[src/rtl/mem_port_arbiter.sv]
// Arbitrates the single memory bus port between instruction fetch and data load/store.
// Data has priority, bounded by a starvation counter; one transaction outstanding at a time.
module mem_port_arbiter #(
    parameter int unsigned XLEN         = 32,
    parameter int unsigned STARVE_LIMIT = 4
) (
    input  logic              clk,
    input  logic              rst,

    input  logic              imem_req,
    input  logic [XLEN-1:0]   imem_addr,
    input  logic              imem_kill,
    output logic [XLEN-1:0]   imem_rdata,
    output logic              imem_ready,

    input  logic              dmem_req,
    input  logic              dmem_we,
    input  logic [XLEN-1:0]   dmem_addr,
    input  logic [XLEN-1:0]   dmem_wdata,
    input  logic [XLEN/8-1:0] dmem_be,
    output logic [XLEN-1:0]   dmem_rdata,
    output logic              dmem_ready,

    output logic              mem_req,
    output logic              mem_we,
    output logic [XLEN-1:0]   mem_addr,
    output logic [XLEN-1:0]   mem_wdata,
    output logic [XLEN/8-1:0] mem_be,
    input  logic              mem_gnt,
    input  logic              mem_rvalid,
    input  logic [XLEN-1:0]   mem_rdata
);

    typedef enum logic [1:0] {
        IDLE,
        WAIT,
        RESP
    } state_t;

    localparam logic [3:0] LIMIT = 4'(STARVE_LIMIT);

    state_t            state_q;
    logic              owner_q;
    logic              kill_q;
    logic [3:0]        starve_q;
    logic [3:0]        starve_d;
    logic [XLEN-1:0]   imem_rdata_q;
    logic [XLEN-1:0]   dmem_rdata_q;
    logic              imem_ready_q;
    logic              dmem_ready_q;
    logic              sel_data;
    logic              grant;

    always_comb begin
        sel_data  = dmem_req & (~imem_req | (starve_q != LIMIT));
        mem_req   = (state_q == IDLE) & (imem_req | dmem_req);
        mem_we    = sel_data & dmem_we;
        mem_addr  = sel_data ? dmem_addr : imem_addr;
        mem_wdata = sel_data ? dmem_wdata : '0;
        mem_be    = sel_data ? dmem_be : '0;
        grant     = mem_req & mem_gnt;
    end

    // Fetch not waiting clears the count in any state; grants only move it in IDLE.
    always_comb begin
        starve_d = starve_q;
        if (!imem_req) begin
            starve_d = '0;
        end else if (grant) begin
            if (!sel_data) begin
                starve_d = '0;
            end else if (starve_q != LIMIT) begin
                starve_d = starve_q + 4'd1;
            end
        end
    end

    always_ff @(posedge clk) begin
        if (rst) begin
            state_q      <= IDLE;
            owner_q      <= 1'b0;
            kill_q       <= 1'b0;
            starve_q     <= '0;
            imem_rdata_q <= XLEN'(32'h0000_0013);
            dmem_rdata_q <= '0;
            imem_ready_q <= 1'b0;
            dmem_ready_q <= 1'b0;
        end else begin
            imem_ready_q <= 1'b0;
            dmem_ready_q <= 1'b0;
            starve_q     <= starve_d;
            case (state_q)
                IDLE: begin
                    if (grant) begin
                        owner_q <= sel_data;
                        kill_q  <= ~sel_data & imem_kill;
                        state_q <= WAIT;
                    end
                end
                WAIT: begin
                    if (!owner_q && imem_kill) begin
                        kill_q <= 1'b1;
                    end
                    // Ready is registered here so it is high for exactly the RESP cycle.
                    if (mem_rvalid) begin
                        if (owner_q) begin
                            dmem_rdata_q <= mem_rdata;
                            dmem_ready_q <= 1'b1;
                        end else begin
                            imem_rdata_q <= mem_rdata;
                            imem_ready_q <= ~(kill_q | imem_kill);
                        end
                        state_q <= RESP;
                    end
                end
                RESP: begin
                    state_q <= IDLE;
                end
                default: begin
                    state_q <= IDLE;
                end
            endcase
        end
    end

    assign imem_rdata = imem_rdata_q;
    assign dmem_rdata = dmem_rdata_q;
    assign imem_ready = imem_ready_q;
    assign dmem_ready = dmem_ready_q;

endmodule

[config.mk]
export PLATFORM = sky130hd
export DESIGN_NAME = mem_port_arbiter
export DESIGN_NICKNAME = d
export VERILOG_FILES = /design/src/rtl/mem_port_arbiter.sv
export SDC_FILE = /design/constraint.sdc
export NUM_CORES = 1
export LEC_CHECK = 0
export ABC_AREA = 1
export BUFFER_PORTS_ARGS = -buffer_cell sky130_fd_sc_hd__buf_4
export CAP_MARGIN = 20
export CORE_AREA = 2 2 106 108
export DETAILED_ROUTE_END_ITERATION = 12
export DIE_AREA = 0 0 108 110
export MAX_ROUTING_LAYER = met4
export PLACE_DENSITY = 0.82
export RECOVER_POWER = 50
export SETUP_SLACK_MARGIN = 0.5
export SLEW_MARGIN = 20
export SYNTH_ARGS = -nofsm -noshare
export SYNTH_HDL_FRONTEND = slang
export SYNTH_SLANG_ARGS = --single-unit
export TNS_END_PERCENT = 20
[constraint.sdc]
create_clock -name clk -period 1.36 [get_ports clk]
set_input_delay 0.068 -clock clk [delete_from_list [all_inputs] [get_ports clk]]
set_output_delay 0.068 -clock clk [all_outputs]
set_load 0.02 [all_outputs]
==> results.md <==
- Post-Place Setup Slack: -0.007435 ns
- Antenna violations before repair: 0
- Cell-internal power: 4332 uW
- Hold WC Path Type: in2reg
- Max FO, Critical Path: 33
- Count of different cell masters after synthesis: 24
- DRT antenna net count: 0
- Proportion of netlist area held by the largest area contributor: 42.59%
- CTS root buffer: clkbuf_8
- Global route overflow: 0
- RD Place Congestion: 0.8289
- Comb power frac: a little under a third
- CTS max path bufs: 2
- Post-synth top cells: nor2_1 (169), nand2_1 (87), dfxtp_1 (74), o21ai_0 (61), inv_1 (51)
- Vias per std cell: just under 5
- Hold Path Origin: mem_rvalid
- VDD IR max: between 700 and 800 uV
- Final hold violation count: 0
- CTS H-tree lvls: 3
- Post-synth EDFFs: 0
- Post-Synth Adder-Cell Area: 0.7194%
- Min Clock Period, post-route: 1.779 ns
- Syn Nets: approximately 680
- Setup TNS Final: -24.82 ns
- Leak: approximately 0.0038 uW
- Post-Synthesis Cells: 540
- Worst EP arrival: around 1.7 ns
- Row cnt: 38
- Most common cell on crit path: buf_12
- Post-DP HPWL: 9941 um
- CTS tree: done
- Crit path kind: reg2out
- DRC: 0
- PD cells: 785.8 mW/mm2
- Routed wire length: between 15,000 and 20,000 um
- Final setup violation count: 74
- Cell area after synthesis: about 0.0035 mm2
- Clk_lat worst skew: 0.35 ns
- XOR/XNOR Fraction of Synth Area: 0%
- Nets: 1,003
- Worst-margin pin slew: 0.3655 ns
- Core Area: 0.01070 mm2
- CTS Hold Bufs: 35
- Max-Cap Viols: 0
- Pin count of the biggest net entering global routing: 44
- CTS Sinks: 74
- TritonCTS buffer count: 9
- Register area share after synthesis: 42.59%
- Clk pin slew, worst setup/hold paths: about 0.08 ns
- Syn_area_per_cell: 6.441 um2
- Synth Area in Compound Gates: under 10%
- Cell taking the most area after synthesis: dfxtp_1
- Reg2reg start: starve_q[0]
- Top_reg_cell synth: dfxtp_1
- Status: complete, but fails checks
- Via count: 4,879
- Setup Skew: 0.008426 ns
- Gr usage total: 26.79%
- Synth Area in Simple Gates: 36.33%
- DR iter-0 viols: about 290
- Antenna cells: 0
- Routed WL per cell: ~17 um
- Top-count cell post-synth: nor2_1
- Seq cells post-synth: 74
- Crit path max-delay cell type: dfxtp_2
- Mux contribution to synthesized area: 0%
- Fin util: between 70% and 80%
- Ys Warns: 0
- PnR worst setup slack: -0.4194 ns
- Layout cells sized above 1: approximately three fifths
- Largest family of logic cells by synthesized area: simple AND/OR/NAND/NOR gates
- Input/output buffers: 275
- Worst setup EP type: output pin
- Sw Pwr: 1967 uW
- Unrepaired setup endpoints after global routing: true
- Die Span X: 108 um
- Violated checks: setup timing
- Clock network power share: 31.9%
- Crit-path cells: inv_2 > ha_4 > nand4_4 > buf_12 > buf_12 > nand3_1 > nand2_4 > buf_6
- Required @ worst endpoint: 1.29 ns
- Critical Path Source Type: flip-flop
- DIE AREA: 0.01188 mm2
- Pre-antenna DRT Iters: 5
- Final period util: 130.8%
- Setup crit start: starve_q[0]
- Peak Freq: 0.5620 GHz
- Async S/R FF share, synth: 0%
- Max-slew violation count: 0
- Vias in the first global route: 4,925
- Die height: 110 um
- Initial Utilization: 32.51%
- Slowest stage delay, CP: 0.33 ns
- Ports: between 200 and 300
- Area grow syn2layout: 130.4%
- Top delay family on crit path: buffers and inverters
- Synth area leaders: dfxtp_1 (43%), nor2_1 (18%), nand2_1 (9.4%), o21ai_0 (8.8%), nand3_1 (6.0%)
- Slew HR: 75.56%
- Sw Share: 31.22%
- Flop pwr share: 36.6%
- First-pass GRT wire length: between 20,000 and 25,000 um
- Crit path buf inv count: 4
## worst reg2reg max path, cell delays in order, from the launching register on
cell     delay [ns]
dfxtp_2        0.33
inv_2          0.07
ha_4           0.15
nand4_4        0.13
nand2_8        0.15
buf_6          0.13
buf_4          0.14
nor2_4         0.05
a21oi_1        0.14
nor2_1         0.05
## flip-flops by register name, indices dropped and copies added (netlist names)
signal and flops:
dmem_rdata 32, dmem_ready 1, imem_rdata 32, imem_ready 1, kill_q 1, owner_q 1
starve_q 4, state_q 2
## layer usage
metal	track usage, %	vias up	wire length, um	part of all wire [%]
met1	26.24	2332	5904	34
met2	50.94	197	9616	56
met3	7.055	38	1100	6.4
li1	-	2312	-	-
met4	9.707	0	558	3.2
met5	-	-	0	0
## metrics by stage
stage,total power [uW],instance area (um2),instances,hold slack (ns)
global placement,3792,6222,940,0.2551
global route,6546,8015,1006,-0.01073
finish,6298,8015,1006,0.001520
detailed placement,3813,6222,940,0.2650
floorplan,3091,3996,540,0.1458
CTS,6184,7767,1001,0.001125
## timing repair
action,4_1_cts,5_1_grt
pin swaps,77,58
setup buffers,7,2
gates resized for setup,293,59
endpoints found under the setup margin,209,209
gates cloned,3,3
hold endpoints to repair,70,1
## worst paths after layout
| path | endpoint | slack [ns] | depth (start not counted) |
|---|---|---|---|
| min reg2reg | imem_ready | 0.43 | 1 |
| min | state_q[1] | 0.002 | 3 |
| max reg2reg | owner_q | -0.09 | 9 |
| max | mem_addr[31] | -0.42 | 8 |
## power groups by stage
stage	logic, uW	clock network [uW]	registers, uW
after detailed placement	1490	0	2320
final	1980	2010	2310
after global routing	2090	2140	2320
after floorplan	692	0	2400
after global placement	1470	0	2320
after CTS	1850	2030	2310
## kinds of logic after synthesis
logic type / count (synthesis)
DFF: 74
and+or+nand+nor: 308
AOI/OAI and AO/OA: 68
buffers and inverters: 88
adders and majority gates: 2
## cells in the final DEF (no fill, tap or decap), types with 2 or more instances in the layout
cell type      instances
inv_6                  2
nand3_1               33
buf_4                148
nand2_4               28
clkbuf_16              3
inv_8                  3
clkbuf_8               9
inv_2                  6
buf_12                11
inv_1                 46
a21oi_1                6
nand2_1               18
dfxtp_1               55
nor2_1               130
dfxtp_2               19
nand3_2                9
buf_16                 4
dlygate4sd3_1         35
bufinv_16              2
buf_6                141
nor2_4                41
o21ai_2               28
nand2_2               42
o21ai_0               32
## cell type report
cell class | instances | area, um2
Multi-Input combinational cell | 378 | 2429
Clock buffer | 9 | 123.9
Sequential cell | 74 | 1505
Timing Repair Buffer | 343 | 3458
Clock inverter | 7 | 107.6
Tap cell | 140 | 175.2
Fill cell | 714 | 2683
Inverter | 55 | 216.5
Note: power is estimated with default switching activity, not from simulation.
